**src/rtl/bullet_painter.sv**
```systemverilog
// Single-bullet object engine: owns position, motion and lifetime,
// and streams one draw/erase pixel per clock to the paint selector.
module bullet_painter #(
    parameter int          BULLET_W     = 4,
    parameter int          BULLET_H     = 2,
    parameter logic [2:0]  BULLET_COLOR = 3'b110,
    parameter logic [2:0]  BG_COLOR     = 3'b000,
    parameter int          SPEED        = 2,
    parameter int          STEP_TICKS   = 833333,
    parameter int          X_MAX        = 319,
    parameter int          TICK_W       = 20
) (
    input  logic       CLOCK_50,
    input  logic       rst,
    input  logic       fire,
    input  logic [8:0] start_x,
    input  logic [7:0] start_y,
    input  logic       dir,
    input  logic       hit,
    output logic       active,
    output logic [8:0] bullet_x,
    output logic [7:0] bullet_y,
    output logic [8:0] VGA_X,
    output logic [7:0] VGA_Y,
    output logic [2:0] VGA_color,
    output logic       plot_enable
);

    localparam int PXW = (BULLET_W > 1) ? $clog2(BULLET_W) : 1;
    localparam int PYW = (BULLET_H > 1) ? $clog2(BULLET_H) : 1;

    localparam logic [2:0] IDLE  = 3'd0;
    localparam logic [2:0] DRAW  = 3'd1;
    localparam logic [2:0] WAIT  = 3'd2;
    localparam logic [2:0] ERASE = 3'd3;
    localparam logic [2:0] MOVE  = 3'd4;

    logic [2:0]        state;
    logic              kill;
    logic              mv_dir;
    logic [PXW-1:0]    px;
    logic [PYW-1:0]    py;
    logic [TICK_W-1:0] tick;

    logic              s1_v;
    logic [8:0]        s1_x;
    logic [7:0]        s1_y;
    logic [2:0]        s1_c;

    logic              scan;
    logic              last_px;
    logic              last_py;
    logic              last_pix;
    logic              tick_done;
    logic [9:0]        x_ext;
    logic [9:0]        x_fwd;
    logic [9:0]        x_back;
    logic              off_edge;

    always_comb begin
        scan      = (state == DRAW) || (state == ERASE);
        last_px   = (px == PXW'(BULLET_W - 1));
        last_py   = (py == PYW'(BULLET_H - 1));
        last_pix  = last_px && last_py;
        tick_done = (tick == TICK_W'(STEP_TICKS - 1));
        x_ext     = {1'b0, bullet_x};
        x_fwd     = x_ext + 10'(SPEED);
        x_back    = x_ext - 10'(SPEED);
        // Checked in 10 bits so neither direction can wrap on screen.
        if (mv_dir)
            off_edge = x_ext < 10'(SPEED);
        else
            off_edge = (x_fwd + 10'(BULLET_W - 1)) > 10'(X_MAX);
    end

    always_ff @(posedge CLOCK_50 or posedge rst) begin
        if (rst) begin
            state    <= IDLE;
            active   <= 1'b0;
            kill     <= 1'b0;
            mv_dir   <= 1'b0;
            px       <= '0;
            py       <= '0;
            tick     <= '0;
            bullet_x <= '0;
            bullet_y <= '0;
        end else begin
            if (scan) begin
                if (last_px) begin
                    px <= '0;
                    py <= last_py ? '0 : py + PYW'(1);
                end else begin
                    px <= px + PXW'(1);
                end
            end
            unique case (state)
                IDLE: begin
                    if (fire) begin
                        bullet_x <= start_x;
                        bullet_y <= start_y;
                        mv_dir   <= dir;
                        active   <= 1'b1;
                        px       <= '0;
                        py       <= '0;
                        state    <= DRAW;
                    end
                end
                DRAW: begin
                    if (hit)
                        kill <= 1'b1;
                    if (last_pix) begin
                        tick  <= '0;
                        state <= WAIT;
                    end
                end
                WAIT: begin
                    tick <= tick + TICK_W'(1);
                    if (hit)
                        kill <= 1'b1;
                    if (hit || tick_done)
                        state <= ERASE;
                end
                ERASE: begin
                    if (hit)
                        kill <= 1'b1;
                    if (last_pix) begin
                        if (kill || hit) begin
                            kill   <= 1'b0;
                            active <= 1'b0;
                            state  <= IDLE;
                        end else begin
                            state <= MOVE;
                        end
                    end
                end
                MOVE: begin
                    if (hit)
                        kill <= 1'b1;
                    if (off_edge) begin
                        kill   <= 1'b0;
                        active <= 1'b0;
                        state  <= IDLE;
                    end else begin
                        bullet_x <= mv_dir ? x_back[8:0] : x_fwd[8:0];
                        state    <= DRAW;
                    end
                end
                default: state <= IDLE;
            endcase
        end
    end

    // Two-stage pixel pipe: stage 1 forms the coordinate, stage 2 drives.
    always_ff @(posedge CLOCK_50 or posedge rst) begin
        if (rst) begin
            s1_v        <= 1'b0;
            s1_x        <= '0;
            s1_y        <= '0;
            s1_c        <= '0;
            plot_enable <= 1'b0;
            VGA_X       <= '0;
            VGA_Y       <= '0;
            VGA_color   <= '0;
        end else begin
            s1_v <= scan;
            if (scan) begin
                s1_x <= bullet_x + 9'(px);
                s1_y <= bullet_y + 8'(py);
                s1_c <= (state == DRAW) ? BULLET_COLOR : BG_COLOR;
            end
            plot_enable <= s1_v;
            if (s1_v) begin
                VGA_X     <= s1_x;
                VGA_Y     <= s1_y;
                VGA_color <= s1_c;
            end
        end
    end

endmodule
```
**config.mk**
```make
export PLATFORM = sky130hd
export DESIGN_NAME = bullet_painter
export DESIGN_NICKNAME = d
export VERILOG_FILES = /design/src/rtl/bullet_painter.sv
export SDC_FILE = /design/constraint.sdc
export NUM_CORES = 1
export LEC_CHECK = 0
export CORE_ASPECT_RATIO = 1.25
export CORE_MARGIN = 1.5
export CORE_UTILIZATION = 55
export CTS_CLUSTER_DIAMETER = 120
export DETAILED_ROUTE_END_ITERATION = 10
export GPL_TIMING_DRIVEN = 0
export PLACE_DENSITY = 0.88
export SYNTH_ARGS = -nofsm -noshare
export SYNTH_HDL_FRONTEND = slang
export SYNTH_SLANG_ARGS = --single-unit
```
**constraint.sdc**
```tcl
create_clock -name CLOCK_50 -period 5.9 [get_ports CLOCK_50]
set_input_delay 1.18 -clock CLOCK_50 [delete_from_list [all_inputs] [get_ports CLOCK_50]]
set_output_delay 1.18 -clock CLOCK_50 [all_outputs]
set_load 0.01 [all_outputs]
```
# Word level (Yosys, flattened, before mapping)
# Cells that the tools add are included.
[word_totals] reg_bits=88 input_bits=22 out_inout_bits=39
[op_classes] addsub=8 mux=34 order_cmp=2 n_eq_ne=13 reduce_logical=15
[ops] operator="one-hot mux 20 bit (2 select lines)" n=1
[ops] operator="two-way mux 9 bit" n=3
[ops] operator="adder 20 x 1 -> 20 bit (second input constant)" n=1
[ops] operator="equality test 20 bit (second input constant)" n=1
[ops] operator="two-way mux 20 bit" n=1
[ops] operator="two-way mux 3 bit" n=6
[ops] operator="one-hot mux 9 bit (2 select lines)" n=1
[ops] operator="two-way mux 1 bit" n=15
[ops] operator="one-hot mux 3 bit (5 select lines)" n=1
[ops] operator="inequality test 2 bit (second input constant)" n=6
[ops] operator="adder 10 x 2 -> 10 bit (second input constant)" n=1
[ops] operator="adder 9 x 2 -> 10 bit (second input constant)" n=1
[ops] operator="greater-than comparator 10 x 9 -> 1 bit (second input constant)" n=1
[ops] operator="adder 9 x 2 -> 9 bit" n=1
[ops] operator="less-than comparator 9 x 2 -> 1 bit (second input constant)" n=1
[ops] operator="subtractor 9 x 2 -> 9 bit (second input constant)" n=1
[ops] operator="adder 8 x 1 -> 8 bit" n=1
[ops] operator="two-way mux 2 bit" n=4
[ops] operator="equality test 3 x 2 -> 1 bit (second input constant)" n=2
[ops] operator="one-hot mux 1 bit (3 select lines)" n=2
[ops] operator="nonzero test 3 bit" n=2
[ops] operator="AND reduction 5 bit" n=1
[ops] operator="AND reduction 2 bit" n=2
[ops] operator="AND reduction 4 bit" n=1
[ops] operator="other kinds (12)" n=15

# Longest topological paths before layout
[depth] depth_word=6 ltp_mapped=10 mapped_depth_nobuf=9

# Worst setup path before layout
# OpenSTA, ideal clock, no wires.
[synth_path] path_kind="reg-to-reg" from="register bullet_x[1]" to="register bullet_x[1]" setup_ns=0.124 path_buffers=1 slack_ns=3.364 required_ns=5.776 stages_incl_launch_ff=10 arrival_time_ns=2.412 path_cell_list="dfrtp_1 -> inv_1 -> ha_1 -> o2111ai_1 -> o22ai_2 -> mux2i_1 -> a221o_1 -> buf_6 -> a21o_4 -> a211o_1"
[synth_via] elab_chain_len=6 word_cells_on_any_way=11 classes_between="add/sub: 3; order compare: 2; eq/ne: 1; mux: 4; reduce/logical: 1"
[synth_lines] element="start: declaration" line_no="21" source="output logic [8:0] bullet_x,"
[synth_lines] element="start signal: assignment" line_no="99" source="bullet_x <= start_x;"
[synth_lines] element="start signal: assignment" line_no="144" source="bullet_x <= mv_dir ? x_back[8:0] : x_fwd[8:0];"
[synth_lines] element="adder 9 x 2 -> 10 bit" line_no="67" source="x_fwd = x_ext + 10'(SPEED);"
[synth_lines] element="adder 10 x 2 -> 10 bit" line_no="73" source="off_edge = (x_fwd + 10'(BULLET_W - 1)) > 10'(X_MAX);"
[synth_lines] element="greater-than comparator 10 x 9 -> 1 bit" line_no="73"
[synth_lines] element="two-way mux 1 bit" line_no="70" source="if (mv_dir)"
[synth_lines] element="inequality test 2 bit (no source line)"
[synth_lines] element="AND reduction 3 bit (no source line)"
# Parallel ways exist; a longest one is shown, timed or not. The select of a mux whose other input is x is not followed.
# A chain may end at the register's enable or synchronous reset.

# Worst setup path after layout
[layout_path] from="input fire" to="register bullet_x[0]"
[layout_via] elab_chain_len=2
[layout_lines] element="start: declaration" line_no="15" source="input logic fire,"
[layout_lines] element="inequality test 2 bit (no source line)"
[layout_lines] element="AND reduction 3 bit (no source line)"
# No other way between the ends.

==> reports/summary.txt <==
Status: completed
Leakage: 2.326 nW
CP required: 6.21 ns
Tcrit/Tclk final: 48.22%
Crit path kind: in -> reg
Hold Buf Count CTS: 0
Area Growth Syn to Fin: 21.57%
FF-to-FF setup slack: 3.08 ns
Final hold violations: 0
Seq pwr share: 36.5%
Root cell of the clock tree: clkbuf_8
Avg WL per Cell: 15.81 um
Antenna Nets Post-Route: 0
Clock transition at path regs: 0.09 ns
Remaining global-route overflow: 0
Die area: 0.008672 mm^2
Hold endpoint: plot_enable
Fin Hold WS: 0.4181 ns
Vias after detailed routing: 3890
CTS tree: built
Asr flop ratio synth: 100.0%
Final Power: 0.002643 W
1st-iter DRT viols: 231
Post-synth EDFFs: 0
Mapped Cells: 482
Hold_sp: s1_v
Combinational share of power: 45.9%
HPWL after DPL: 7407 um
CTS-repair resized insts: 0
Multi-input logic area: 0.002187 mm^2
Post-CTS Setup Bufs: 0
Number of diodes: 0
Worst R2R Path Depth: 9
Main flop type after synthesis: dfrtp_1
Chip Width: 83.60 um
Most frequent cells in the layout: nand2_1, dfrtp_1, clkdlybuf4s50_1
Layout filler cell count: 603
Slew @ Worst Pin: 0.9815 ns
Final setup vio count: 0
Hold Path Class: reg -> reg
Setup Skew: 0.008705 ns
Slew Viols, Final: 0
Core Rows: 36
Register area: 0.002102 mm^2
Syn nets: 517
Crit. End Element: flop
PortBufs: 59
Synth cell types: 56
Residual DRC: 0
Final Util: 69.27%
RSZ-0062 raised after global routing: false
Vias/cell: 5.957
Pin count of the biggest net entering global routing: 55
Mapped cell area: 0.004466 mm^2
First-pass GRT wire length: 17880 um
Fraction of layout cells with a size suffix above 1: 9.319%
Worst r2r src: bullet_x[1]
Power density over the cells: 486.8 mW/mm^2
Core area: 0.007838 mm^2
Total wire length: 10330 um
Startpoint class of the critical path: input port
Max FO, Critical Path: 10
Number of H-tree levels: 3
Initial Util: 56.98%
DR pass1 iterations: 5
Number of global-route vias before repair: 3817
Yosys warns: 0
Clock Latency Late Sink: 0.37 ns
Worst R2R End: bullet_x[1]
Global-route usage over all layers: 25.31%
Worst slew margin: 33.64%
GP Congestion: 0.9388
TritonCTS sink count: 84
WHS Path Cells: 0
CTS max path bufs: 2
CTS Buf Count: 9
Most common cell after layout, fill and taps aside: nand2_1
Syn Area/Cell: 9.265 um^2
Max frequency: 0.3515 GHz
Critical path arrival: 3.16 ns
Antenna violations before repair: 0
Sequential element share of the synthesized area: 47.07%
# IOs: 61
Final min period: 2.845 ns
Final net count: 588
Int Pwr: 0.001614 W
Max cap viols: 0
Synthesized flop and latch total: 84
Peak supply drop: 0.2959 mV
Die H: 103.7 um
P_sw: 0.001029 W
Switch share: 38.92%
Clock network fraction of design power: 17.6%
Fin Setup TNS: 0 ns
==> critical path, stage by stage <==
cell	delay (ns)
clkdlybuf4s50_1	0.53
nor4b_1	0.81
clkbuf_1	0.43
nand2_1	0.12
nand2_1	0.08
==> cells in the mapped netlist (5+ instances only) <==
master | count | area [um^2]
and3_1 | 10 | 62.56
xnor2_1 | 10 | 87.58
mux2i_1 | 7 | 70.07
nand3_1 | 21 | 105.1
a21oi_1 | 22 | 110.1
nand2_1 | 86 | 322.8
and2_1 | 5 | 31.28
mux2_2 | 18 | 202.7
nor3_1 | 9 | 45.04
inv_1 | 11 | 41.29
nor2_1 | 29 | 108.9
ha_1 | 12 | 150.1
dfrtp_1 | 84 | 2102
a22oi_1 | 5 | 37.54
xor2_1 | 8 | 70.07
clkbuf_1 | 20 | 75.07
o21ai_0 | 47 | 235.2
nand4_1 | 11 | 68.82
==> worst max-delay path by stage <==
| stage | start | cells past startpoint | slack, ns | end |
|---|---|---|---|---|
| final | fire | 5 | 3.06 | bullet_x[0] |
| after global routing | fire | 5 | 2.77 | bullet_x[0] |
| after CTS | fire | 5 | 3.04 | bullet_x[0] |
| after detailed placement | fire | 5 | 2.65 | bullet_x[0] |
| after global placement | rst | 2 | 1.35 | bullet_x[2] |
| after floorplan | rst | 1 | 2.55 | VGA_X[0] |
==> cells by family (layout without fill, tap and decap cells) <==
group,Yosys count,in the layout,synth area share [%]
simple gates,195,195,20.87
compound gates,106,106,14.57
flops,84,84,47.07
buf+inv,40,116,3.950
mux,25,25,6.108
xor+xnor,18,18,3.530
fa+ha+maj,13,13,3.811
other cells,1,1,0.08398
==> flip-flops by register name (all words and copies together), names as in the netlist <==
register	count
VGA_color	1
px	2
active	1
bullet_y	8
s1_x	9
s1_v	1
s1_c	1
bullet_x	9
VGA_Y	8
plot_enable	1
tick	20
last_py	1
s1_y	8
kill	1
VGA_X	9
mv_dir	1
state	3
==> power groups by stage <==
stage | Sequential (W) | Combinational (W) | Clock, W
6_report | 0.000965 | 0.00121 | 0.000466
5_1_grt | 0.000998 | 0.00135 | 0.000490
4_1_cts | 0.000963 | 0.00121 | 0.000470
3_5_place_dp | 0.000973 | 0.00120 | 0
3_3_place_gp | 0.000958 | 0.00116 | 0
2_1_floorplan | 0.000988 | 0.000712 | 0
==> routing by layer <==
layer / part of all wire [%] / track usage [%]
met4: 3.3 / 12.65
met1: 41 / 31.58
met3: 5.3 / 3.347
met2: 51 / 42.97
met5: 0 / 0
==> cell type report <==
type / count / share of cell area (%)
timing repair buffer: 60 / 11.39
tap: 95 / 2.189
multi-input combinational: 358 / 40.29
buffer: 29 / 2.489
inverter: 11 / 0.8066
clock inverter: 6 / 1.775
sequential: 84 / 38.72
clock buffer: 10 / 2.351
==> stage by stage <==
step | worst slack (ns) | area, um^2 | cells
after CTS | 3.040 | 5429 | 653
after floorplan | 2.555 | 4466 | 482
after global placement | 1.345 | 5175 | 636
after global routing | 2.773 | 5429 | 653
final | 3.055 | 5429 | 653
after detailed placement | 2.655 | 5205 | 637
Note: power is estimated with default switching activity, not from simulation.
